[src/rtl/sja1000_bus_seq_pkg.sv]
// Shared state encoding and default bus timing for the SJA1000 Intel-mode
// multiplexed bus sequencer.
package sja1000_bus_seq_pkg;

  typedef enum logic [2:0] {
    S_IDLE    = 3'd0,
    S_ALE     = 3'd1,
    S_AHOLD   = 3'd2,
    S_TURN    = 3'd3,
    S_STROBE  = 3'd4,
    S_HOLD    = 3'd5,
    S_RECOVER = 3'd6
  } state_t;

  localparam int unsigned T_ALE_DEF     = 2;
  localparam int unsigned T_SETUP_DEF   = 1;
  localparam int unsigned T_STROBE_DEF  = 4;
  localparam int unsigned T_HOLD_DEF    = 1;
  localparam int unsigned T_RECOVER_DEF = 2;
  localparam int unsigned U_DLY_DEF     = 1;

  // Down-counter load value for a phase of t cycles; 0 is treated as 1 and
  // anything beyond the 4-bit range saturates at 16 cycles.
  function automatic logic [3:0] phase_load(input int unsigned t);
    if (t == 0)
      return 4'd0;
    else if (t > 16)
      return 4'd15;
    else
      return 4'(t - 1);
  endfunction

endpackage

[src/rtl/sja1000_bus_seq.sv]
// Sequences one Intel-mode multiplexed SJA1000 register access per request:
// ALE address phase, optional read turnaround, WRn/RDn strobe, hold, recovery.
module sja1000_bus_seq
  import sja1000_bus_seq_pkg::*;
#(
  parameter int unsigned T_ALE     = T_ALE_DEF,
  parameter int unsigned T_SETUP   = T_SETUP_DEF,
  parameter int unsigned T_STROBE  = T_STROBE_DEF,
  parameter int unsigned T_HOLD    = T_HOLD_DEF,
  parameter int unsigned T_RECOVER = T_RECOVER_DEF,
  parameter int unsigned U_DLY     = U_DLY_DEF
)(
  input  logic       clk,
  input  logic       rst_n,
  input  logic       req,
  input  logic       req_wr,
  input  logic [7:0] req_addr,
  input  logic [7:0] req_wdata,
  output logic       busy,
  output logic       done,
  output logic [7:0] rdata,
  output logic       sja1000_csn,
  output logic       sja1000_ale,
  output logic       sja1000_wrn,
  output logic       sja1000_rdn,
  output logic [7:0] ad_out,
  output logic       ad_oe,
  input  logic [7:0] ad_in
);

  if (T_STROBE > 15) begin : g_strobe_range
    $error("T_STROBE exceeds the 4-bit phase counter");
  end
  if (U_DLY > 1000) begin : g_udly_range
    $error("U_DLY out of range");
  end

  localparam logic [3:0] LD_ALE     = phase_load(T_ALE);
  localparam logic [3:0] LD_SETUP   = phase_load(T_SETUP);
  localparam logic [3:0] LD_STROBE  = phase_load(T_STROBE);
  localparam logic [3:0] LD_HOLD    = phase_load(T_HOLD);
  localparam logic [3:0] LD_RECOVER = phase_load(T_RECOVER);

  state_t     r_state, w_state_nxt;
  logic [3:0] r_cnt, w_cnt_nxt;
  logic       r_wr, w_wr_nxt;
  logic [7:0] r_addr, w_addr_nxt;
  logic [7:0] r_wdata, w_wdata_nxt;
  logic [7:0] r_ad_in_q;
  logic [7:0] r_rdata;

  logic       r_csn, r_ale, r_wrn, r_rdn, r_oe, r_busy, r_done;
  logic [7:0] r_ad_out;
  logic       w_csn, w_ale, w_wrn, w_rdn, w_oe, w_busy, w_done;
  logic [7:0] w_ad_out;

  logic       w_accept;
  logic       w_phase_end;

  assign w_accept    = (r_state == S_IDLE) && req;
  assign w_phase_end = (r_cnt == 4'd0);

  always_comb begin
    w_state_nxt = r_state;
    w_cnt_nxt   = r_cnt;
    unique case (r_state)
      S_IDLE: begin
        if (req) begin
          w_state_nxt = S_ALE;
          w_cnt_nxt   = LD_ALE;
        end
      end
      S_ALE: begin
        if (w_phase_end) begin
          w_state_nxt = S_AHOLD;
          w_cnt_nxt   = LD_SETUP;
        end else begin
          w_cnt_nxt = r_cnt - 4'd1;
        end
      end
      S_AHOLD: begin
        if (w_phase_end) begin
          w_state_nxt = r_wr ? S_STROBE : S_TURN;
          w_cnt_nxt   = r_wr ? LD_STROBE : 4'd0;
        end else begin
          w_cnt_nxt = r_cnt - 4'd1;
        end
      end
      S_TURN: begin
        w_state_nxt = S_STROBE;
        w_cnt_nxt   = LD_STROBE;
      end
      S_STROBE: begin
        if (w_phase_end) begin
          w_state_nxt = S_HOLD;
          w_cnt_nxt   = LD_HOLD;
        end else begin
          w_cnt_nxt = r_cnt - 4'd1;
        end
      end
      S_HOLD: begin
        if (w_phase_end) begin
          w_state_nxt = S_RECOVER;
          w_cnt_nxt   = LD_RECOVER;
        end else begin
          w_cnt_nxt = r_cnt - 4'd1;
        end
      end
      S_RECOVER: begin
        if (w_phase_end) begin
          w_state_nxt = S_IDLE;
          w_cnt_nxt   = 4'd0;
        end else begin
          w_cnt_nxt = r_cnt - 4'd1;
        end
      end
      default: begin
        w_state_nxt = S_IDLE;
        w_cnt_nxt   = 4'd0;
      end
    endcase
  end

  assign w_wr_nxt    = w_accept ? req_wr    : r_wr;
  assign w_addr_nxt  = w_accept ? req_addr  : r_addr;
  assign w_wdata_nxt = w_accept ? req_wdata : r_wdata;

  // Outputs are decoded from the next state so the registered pins line up
  // with the state they belong to, without any combinational path to a port.
  always_comb begin
    w_csn    = 1'b1;
    w_ale    = 1'b0;
    w_wrn    = 1'b1;
    w_rdn    = 1'b1;
    w_oe     = 1'b0;
    w_ad_out = 8'h00;
    unique case (w_state_nxt)
      S_ALE: begin
        w_ale    = 1'b1;
        w_oe     = 1'b1;
        w_ad_out = w_addr_nxt;
      end
      S_AHOLD: begin
        w_oe     = 1'b1;
        w_ad_out = w_addr_nxt;
      end
      S_TURN: begin
        w_csn = 1'b0;
      end
      S_STROBE: begin
        w_csn = 1'b0;
        if (w_wr_nxt) begin
          w_wrn    = 1'b0;
          w_oe     = 1'b1;
          w_ad_out = w_wdata_nxt;
        end else begin
          w_rdn = 1'b0;
        end
      end
      S_HOLD: begin
        w_csn = 1'b0;
        if (w_wr_nxt) begin
          w_oe     = 1'b1;
          w_ad_out = w_wdata_nxt;
        end
      end
      default: ;
    endcase
  end

  assign w_busy = (w_state_nxt != S_IDLE);
  assign w_done = (r_state != S_IDLE) && (w_state_nxt == S_IDLE);

  always_ff @(posedge clk or negedge rst_n) begin
    if (!rst_n) begin
      r_state   <= S_IDLE;
      r_cnt     <= '0;
      r_wr      <= 1'b0;
      r_addr    <= '0;
      r_wdata   <= '0;
      r_ad_in_q <= '0;
      r_rdata   <= '0;
      r_csn     <= 1'b1;
      r_ale     <= 1'b0;
      r_wrn     <= 1'b1;
      r_rdn     <= 1'b1;
      r_oe      <= 1'b0;
      r_ad_out  <= '0;
      r_busy    <= 1'b0;
      r_done    <= 1'b0;
    end else begin
      r_state   <= w_state_nxt;
      r_cnt     <= w_cnt_nxt;
      r_wr      <= w_wr_nxt;
      r_addr    <= w_addr_nxt;
      r_wdata   <= w_wdata_nxt;
      r_ad_in_q <= ad_in;
      if ((r_state == S_STROBE) && !r_wr && w_phase_end)
        r_rdata <= r_ad_in_q;
      r_csn     <= w_csn;
      r_ale     <= w_ale;
      r_wrn     <= w_wrn;
      r_rdn     <= w_rdn;
      r_oe      <= w_oe;
      r_ad_out  <= w_ad_out;
      r_busy    <= w_busy;
      r_done    <= w_done;
    end
  end

  assign busy        = r_busy;
  assign done        = r_done;
  assign rdata       = r_rdata;
  assign sja1000_csn = r_csn;
  assign sja1000_ale = r_ale;
  assign sja1000_wrn = r_wrn;
  assign sja1000_rdn = r_rdn;
  assign ad_oe       = r_oe;
  assign ad_out      = r_ad_out;

endmodule

[config.mk]
export PLATFORM = sky130hd
export DESIGN_NAME = sja1000_bus_seq
export DESIGN_NICKNAME = d
export VERILOG_FILES = /design/src/rtl/sja1000_bus_seq_pkg.sv /design/src/rtl/sja1000_bus_seq.sv
export SDC_FILE = /design/constraint.sdc
export NUM_CORES = 1
export LEC_CHECK = 0
export BUFFER_PORTS_ARGS = -buffer_cell sky130_fd_sc_hd__buf_2
export CAP_MARGIN = 25
export CORE_AREA = 2 2 91 93
export CTS_CLUSTER_DIAMETER = 80
export DETAILED_ROUTE_END_ITERATION = 10
export DIE_AREA = 0 0 93 95
export PLACE_DENSITY = 0.51
export SLEW_MARGIN = 20
export SYNTH_ARGS = -nofsm -noshare
export SYNTH_HDL_FRONTEND = slang
export SYNTH_SLANG_ARGS = --single-unit
[constraint.sdc]
create_clock -name clk -period 2.35 [get_ports clk]
set_clock_uncertainty 0.15 [all_clocks]
set_input_delay 0.3525 -clock clk [delete_from_list [all_inputs] [get_ports clk]]
set_output_delay 0.3525 -clock clk [all_outputs]
set_load 0.005 [all_outputs]
==> results.cfg, run 1 <==
[critical_path]
worstSetupPathType = reg -> reg
path_max_fanout = 8
arrival_ns = 2.24
start_kind = register
reg2reg_depth = 5
endpoint_kind = register
worstPathRequired_ns = 2.39

[clock_network]
htree_levels = 2
cts_root_buf = clkbuf_8
cts.sinks = 55
clock_latency_ns = 0.30
cts_made_buffers = 5
cts_tree = done
clkSlewWorstSetupHoldPaths_ns = 0.10
cts_buffer_depth = 2

[synth]
synthFlopType = dfrtp_1
ys_top_cells_by_area = dfrtp_1 57%, mux2_2 8.4%, mux2_4 5.3%
ys_warn_count = 0
yosys.cell_types.count = 39
syn_area_um2 = 2287
synth_edf_count = 0
yosysTopAreaCell = dfrtp_1
netlist_instances = 167
synth_top_area_share_pct = 56.89
synth_most_common_cell = dfrtp_1
synthTopCellsByCount = 52 x dfrtp_1, 17 x mux2_2, 8 x a32o_1, 8 x mux2_4, 7 x clkbuf_1
postSynthAreaPerCell_um2 = 13.70
ys_seq_elements = 55
ys_seq_area_share_pct = 60.34
synth-async-reset-ratio_pct = 100.0
syn_nets = 197

[sta]
finalCritPeriodShare_pct = 93.75
worst_pin_slew_ns = 0.7224
slew_headroom_pct = 51.84
rsz0062_at_grt = no
finalMaxSlewViolations = 0
hold_viol = 0
min_period_ns = 2.203
fin_ws_ns = 0.1468
setup_tns_ns = 0
fmax_mhz = 453.9
setup_viol = 0

[placement]
post-place-ws_ns = 0.1812
gp_congestion = 0.8068
dp_hpwl_um = 3164
portBuffers = 50

[floorplanning]
num_rows = 33
dieArea_um2 = 8835
die_w_um = 93
start_util_pct = 28.85
design.portCount = 51
core_area_um2 = 7928
die_y_um = 95

[global_route]
grt_pass1_wl_um = 7596
antenna_found_initial = 0
grt_pass1_vias = 1506
grtUsageTotal_pct = 11.04
grt.overflow.total = 0
grt_max_degree = 33

[power_and_ir_drop]
vdd_ir_drop_max_mv = 0.3466
powerDensity_nw_per_um2 = 1238
leakage_nw = 1.390

[hold_path]
hold_path_depth = 2
hold_path.class = in -> reg

[finish]
fillers = 815
diodes = 0
layout.nets = 264
drive_gt1_share_pct = 43.40
syn2layout_area_growth_pct = 27.35

[drt]
vias = 1561
detail_route.wl_per_cell_um = 13.45
routed_wirelength_um = 4574
first_pass_iters = 4
drt_iter0_drc = 56
ant_nets = 0
drc = 0
vias_per_cell = 4.591

[flow_run]
drv_cap = 0

[status]
status = completed
[layer usage]
metal / vias to the layer above / part of all wire, % / routed length (um) / track usage, %
li1: 740 / - / - / -
met1: 777 / 50 / 2285 / 15.02
met2: 39 / 44 / 2027 / 17.33
met3: 5 / 4.5 / 207 / 2.953
met4: 0 / 1.2 / 53 / 3.309
met5: - / 0 / 0 / 0
[cell type report]
cell class	count	area [um2]	share of cell area, %
clock buffers	7	86.33	2.964
clock inverters	1	8.758	0.3007
inverters	4	15.01	0.5155
multi-input cells	96	828.3	28.44
flip-flops and latches	55	1380	47.38
well taps	105	131.4	4.510
repair buffers	72	462.9	15.89
[worst max-delay path, cell delays in order, from the launching register on]
cell,delay [ns]
dfrtp_1,0.44
inv_1,0.11
ha_1,0.16
or3b_1,0.36
or4_4,0.54
mux2_4,0.33
[state kept, by name, indices dropped and copies added, names as in the netlist, 3 cells and up]
name,cells
r_ad_in_q,8
r_wdata,8
r_cnt,4
rdata,8
r_state,3
r_addr,8
ad_out,8
[report_power, final]
group / total, mW / internal, mW / switching [mW]
sequential: 1.53 / 1.33 / 0.196
combinational: 1.53 / 0.827 / 0.707
clock: 0.543 / 0.242 / 0.300
total: 3.61 / 2.40 / 1.20
[cells in the final DEF, fill, tap and decap left out, drive strengths merged, types with 2 or more instances in the layout]
cell type and n:
dfrtp 52, buf 63, nor3 4, o21ai 5, nand3 2, nand3b 2
o211a 2, nor4b 2, a21o 4, nor2b 4, a211oi 2, dlygate4sd3 9
a21oi 4, o31ai 2, clkbuf 7, a32o 8, nor2 6, dfstp 3
inv 4, o21a 4, nand2 4, mux2 25, ha 2, or4 2
[cell families (layout without fill, tap and decap cells)]
group / after synthesis / count (layout) / synth area share [%]
compound gates: 38 / 38 / 12.91
buf+inv: 16 / 84 / 3.446
flops: 55 / 55 / 60.34
simple gates: 31 / 31 / 8.589
fa+ha+maj: 2 / 2 / 1.094
mux: 25 / 25 / 13.62
[metrics by stage]
stage	power [mW]	cell area, um2	utilization (%)	std cells	hold slack (ns)
final	3.606	2913	36.74	340	0.1393
after global routing	3.909	2913	36.74	340	0.1203
after CTS	3.651	2883	36.36	337	0.002196
after detailed placement	3.086	2728	34.41	323	0.2435
after global placement	3.076	2728	34.41	323	0.2417
after floorplan	2.548	2287	-	167	-0.09309
[worst paths after layout]
| path | from | to | slack [ns] |
|---|---|---|---|
| hold reg to reg | r_ad_in_q[0] | rdata[0] | 0.32 |
| hold / removal | req_addr[0] | r_addr[0] | 0.14 |
| setup reg to reg | r_cnt[0] | rdata[1] | 0.15 |
| min in group asynchronous | rst_n | ad_out[3] | 0.43 |
| max in group asynchronous | rst_n | sja1000_csn | 1.00 |
| setup / recovery | r_cnt[0] | rdata[1] | 0.15 |
[repair_timing]
action                                 CTS  global route
hold buffers                             6             3
endpoints found under the hold margin   26             3
gates resized for setup                  0             0
buffers inserted                         0             0
Power figures use the tool's default switching activity.
==> run 2, diff against run 1 <==
BUFFER_PORTS_ARGS = default   (was -buffer_cell sky130_fd_sc_hd__buf_2)
DONT_BUFFER_PORTS = 1   (was default)
PLACE_DENSITY = 0.45   (was 0.51)
==> results.cfg, run 2 (synthesis results as in run 1) <==
[drt]
vias_per_cell = 4.752
vias = 1359
routed_wirelength_um = 4616
ant_nets = 0
drt_iter0_drc = 35
drc = 0
detail_route.wl_per_cell_um = 16.14
first_pass_iters = 4

[floorplanning]
core_area_um2 = 7928
design.portCount = 51
die_y_um = 95
num_rows = 33
dieArea_um2 = 8835
start_util_pct = 28.85
die_w_um = 93

[critical_path]
cp_top_family = simple AND/OR/NAND/NOR gates
worstPathRequired_ns = 2.39
arrival_ns = 2.26
path_max_fanout = 8
cpPeakStageDelay_ns = 0.55
worstSetupPathType = reg -> reg
path_cells = inv_1 > ha_1 > or3b_1 > or4_4 > mux2_4
critPathBufInv = 1
endpoint_kind = register
start_kind = register
crit_slowest_cell = or4_4

[sta]
worst_pin_slew_ns = 0.7608
fin_ws_ns = 0.1285
finalMaxSlewViolations = 0
hold_viol = 0
fmax_mhz = 450.1
finalCritPeriodShare_pct = 94.53
setup_viol = 0
min_period_ns = 2.222
slew_headroom_pct = 49.28
setup_tns_ns = 0
rsz0062_at_grt = no

[clock_network]
clkSlewWorstSetupHoldPaths_ns = 0.10
cts_resized = 0
htree_levels = 2
cts_root_buf = clkbuf_8
cts.sinks = 55
clock_latency_ns = 0.30
cts_buffer_depth = 2
cts_made_buffers = 5
cts_tree = done

[placement]
dp_hpwl_um = 3270
placed_area_um2 = 2415
portBuffers = 0
post-place-ws_ns = 0.1403
gp_congestion = 0.8100

[finish]
fin_area_um2 = 2654
layout_common_cells = 52 x dfrtp_1, 17 x mux2_2, 9 x dlygate4sd3_1
diodes = 0
fillers = 809
drive_gt1_share_pct = 27.07
mostFrequentLayoutCell = dfrtp_1
syn2layout_area_growth_pct = 16.03
layout.nets = 210

[hold_path]
hold_path.class = in -> reg

[flow_run]
drv_cap = 0

[power_and_ir_drop]
leakage_nw = 1.176
vdd_ir_drop_max_mv = 0.4487
powerDensity_nw_per_um2 = 1330

[global_route]
grt.overflow.total = 0
grt_pass1_wl_um = 7679
grtUsageTotal_pct = 11.04
grt_max_degree = 56
antenna_found_initial = 0
grt_pass1_vias = 1451

[status]
status = completed
-- run 2: per-stage QoR --
step           utilization, %  cells  power (mW)  hold WS (ns)
2_1_floorplan               -    167       2.548      -0.09309
3_3_place_gp            30.46    268       2.828      -0.09082
3_5_place_dp            30.46    268       2.881      -0.09105
4_1_cts                 33.48    286       3.584       0.05689
5_1_grt                 33.48    286       3.806       0.05511
6_report                33.48    286       3.529       0.06737
-- run 2: layer usage --
metal  share of wire, %  global-route usage (%)  vias up  wire, um
li1                   -                       -      629         -
met1                 47                   15.63      690      2168
met2                 47                   16.43       38      2151
met3                6.0                   3.911        2       276
met4               0.41                   2.206        0        19
met5                  0                       0        -         0
-- run 2: power breakdown --
part | switching [mW] | internal, mW | total (mW)
sequential | 0.258 | 1.34 | 1.59
combinational | 0.619 | 0.664 | 1.28
clock | 0.301 | 0.351 | 0.652
total | 1.18 | 2.35 | 3.53
-- run 2: final timing paths --
path | from | to | slack (ns) | cells past startpoint
worst min-delay path | req_addr[7] | r_addr[7] | 0.07 | 1
worst min register to register | r_ad_in_q[1] | rdata[1] | 0.33 | 1
min in group asynchronous | rst_n | r_cnt[0] | 0.40 | 2
worst max-delay path | r_cnt[0] | rdata[2] | 0.13 | 5
worst max register to register | r_cnt[0] | rdata[2] | 0.13 | 5
max in group asynchronous | rst_n | sja1000_rdn | 1.34 | 2
-- run 2: layout make-up --
type | count | area, um2 | area share (%)
clock inverter | 2 | 38.79 | 1.462
sequential | 55 | 1380 | 52.00
clock buffer | 6 | 82.58 | 3.112
tap | 105 | 131.4 | 4.950
timing repair buffer | 18 | 177.7 | 6.695
inverter | 4 | 15.01 | 0.5658
multi-input combinational | 96 | 828.3 | 31.21
-- run 2: repair_timing --
item,4_1_cts,5_1_grt
buffers inserted,0,0
hold buffers,10,0
hold endpoints to repair,63,0
==> run 3, diff against run 2 <==
==> constraint.sdc (replaced) <==
create_clock -name clk -period 2.35 [get_ports clk]
set_clock_uncertainty 0.15 [all_clocks]
set_input_delay 0.47 -clock clk [delete_from_list [all_inputs] [get_ports clk]]
set_output_delay 0.47 -clock clk [all_outputs]
set_load 0.005 [all_outputs]
==> results.cfg, run 3 (synthesis results as in run 1) <==
[global_route]
global_route.usage.met3_pct = 4.230
grtUsageTotal_pct = 10.94
grtUsageMet1_pct = 15.22
grt_pass1_vias = 1418
busiest_layer = met2
grt.overflow.total = 0
grtUsageMet2_pct = 16.30
grt_max_degree = 56
grt_pass1_wl_um = 7603
antenna_found_initial = 0

[power_and_ir_drop]
powerDensity_nw_per_um2 = 1366
power_switching_share_pct = 33.37
leakage_nw = 1.142
vdd_ir_drop_max_mv = 0.4482
power_frac_seq_pct = 45.3
pwr-share-comb_pct = 36.2
p_sw_mw = 1.173
power_mw = 3.516
internal-power_mw = 2.342
clkPwrFrac_pct = 18.5

[floorplanning]
design.portCount = 51
num_rows = 33
start_util_pct = 28.85
die_w_um = 93
dieArea_um2 = 8835
die_y_um = 95
core_area_um2 = 7928

[sta]
slew_headroom_pct = 49.28
setup_tns_ns = 0
hold_viol = 0
fin_ws_ns = 0.1263
worst_pin_slew_ns = 0.7608
fmax_mhz = 449.7
holdWs_ns = 0.03840
rsz0062_at_grt = no
finalCritPeriodShare_pct = 94.63
finalMaxSlewViolations = 0
min_period_ns = 2.224
setup_viol = 0

[finish]
mostFrequentLayoutCell = dfrtp_1
drive_gt1_share_pct = 28.32
final_cells = 278
fillers = 815
utilization_pct = 32.47
diodes = 0
layout_common_cells = 52 x dfrtp_1, 17 x mux2_2, 8 x a32o_1, 8 x mux2_4, 8 x buf_4
syn2layout_area_growth_pct = 12.53
fin_area_um2 = 2574
layout.nets = 202

[critical_path]
arrival_ns = 2.26
worstSetupPathType = reg -> reg
worstPathRequired_ns = 2.39
start_kind = register
path_max_fanout = 8
endpoint_kind = register
crit_slowest_cell = or4_4
path_cells = inv_1 > ha_1 > or3b_1 > or4_4 > mux2_4
cpPeakStageDelay_ns = 0.55

[clock_network]
clkSlewWorstSetupHoldPaths_ns = 0.10
htree_levels = 2
cts.sinks = 55
clock_latency_ns = 0.30
cts_buffer_depth = 2
cts_root_buf = clkbuf_8
cts_tree = done
postCtsSetupRepairBufs = 0
cts_made_buffers = 5

[drt]
ant_nets = 0
detail_route.wl_per_cell_um = 16.44
drt_iter0_drc = 39
vias_per_cell = 4.788
routed_wirelength_um = 4570
first_pass_iters = 4
drc = 0
vias = 1331

[flow_run]
drv_cap = 0

[status]
status = completed

[hold_path]
hold_path.class = in -> reg

[placement]
gp_congestion = 0.8100
placed_area_um2 = 2415
portBuffers = 0
dp_hpwl_um = 3270
post-place-ws_ns = 0.1403
dp_cells = 268
-- run 3: cell count changes in the layout (fill, tap and decap cells not counted) --
cell,previous run,this run
dlygate4sd3_1,9,1
-- run 3: final timing paths --
| path | start | end | slack (ns) | cells after the start |
|---|---|---|---|---|
| setup / recovery | r_cnt[0] | rdata[2] | 0.13 | 5 |
| hold / removal | ad_in[1] | r_ad_in_q[1] | 0.04 | 0 |
| setup reg to reg | r_cnt[0] | rdata[2] | 0.13 | 5 |
| hold reg to reg | r_ad_in_q[1] | rdata[1] | 0.33 | 1 |
| max in group asynchronous | rst_n | sja1000_rdn | 1.23 | 2 |
| min in group asynchronous | rst_n | r_cnt[0] | 0.52 | 2 |
-- run 3: critical path, delay by kind of cell (launching register included) --
family,cells,cell delay [ns]
fa+ha+maj,1,0.16
buf+inv,1,0.10
flops,1,0.44
mux,1,0.34
simple gates,2,0.93
-- run 3: cell type report --
cell class / instances / area [um2] / area share [%]
well taps: 105 / 131.4 / 5.105
inverters: 4 / 15.01 / 0.5834
multi-input cells: 96 / 828.3 / 32.18
clock buffers: 6 / 82.58 / 3.209
flip-flops and latches: 55 / 1380 / 53.62
repair buffers: 10 / 97.59 / 3.792
clock inverters: 2 / 38.79 / 1.507
-- run 3: per-layer routing --
metal  vias to the layer above  routed length [um]
met5                         -                   0
met3                         2                 310
met2                        38                2146
li1                        613                   -
met1                       678                2094
met4                         0                  19
-- run 3: what timing repair did --
item                       in CTS  in global routing
hold buffers                    2                  0
setup endpoints to repair       0                  0
gates resized for setup         0                  0
hold endpoints to repair       55                  0
-- run 3: power by group through the flow --
stage	clock, mW	sequential, mW	combinational (mW)
2_1_floorplan	0	1.50	1.05
3_3_place_gp	0	1.61	1.22
3_5_place_dp	0	1.62	1.26
4_1_cts	0.679	1.61	1.29
5_1_grt	0.717	1.65	1.43
6_report	0.651	1.59	1.27
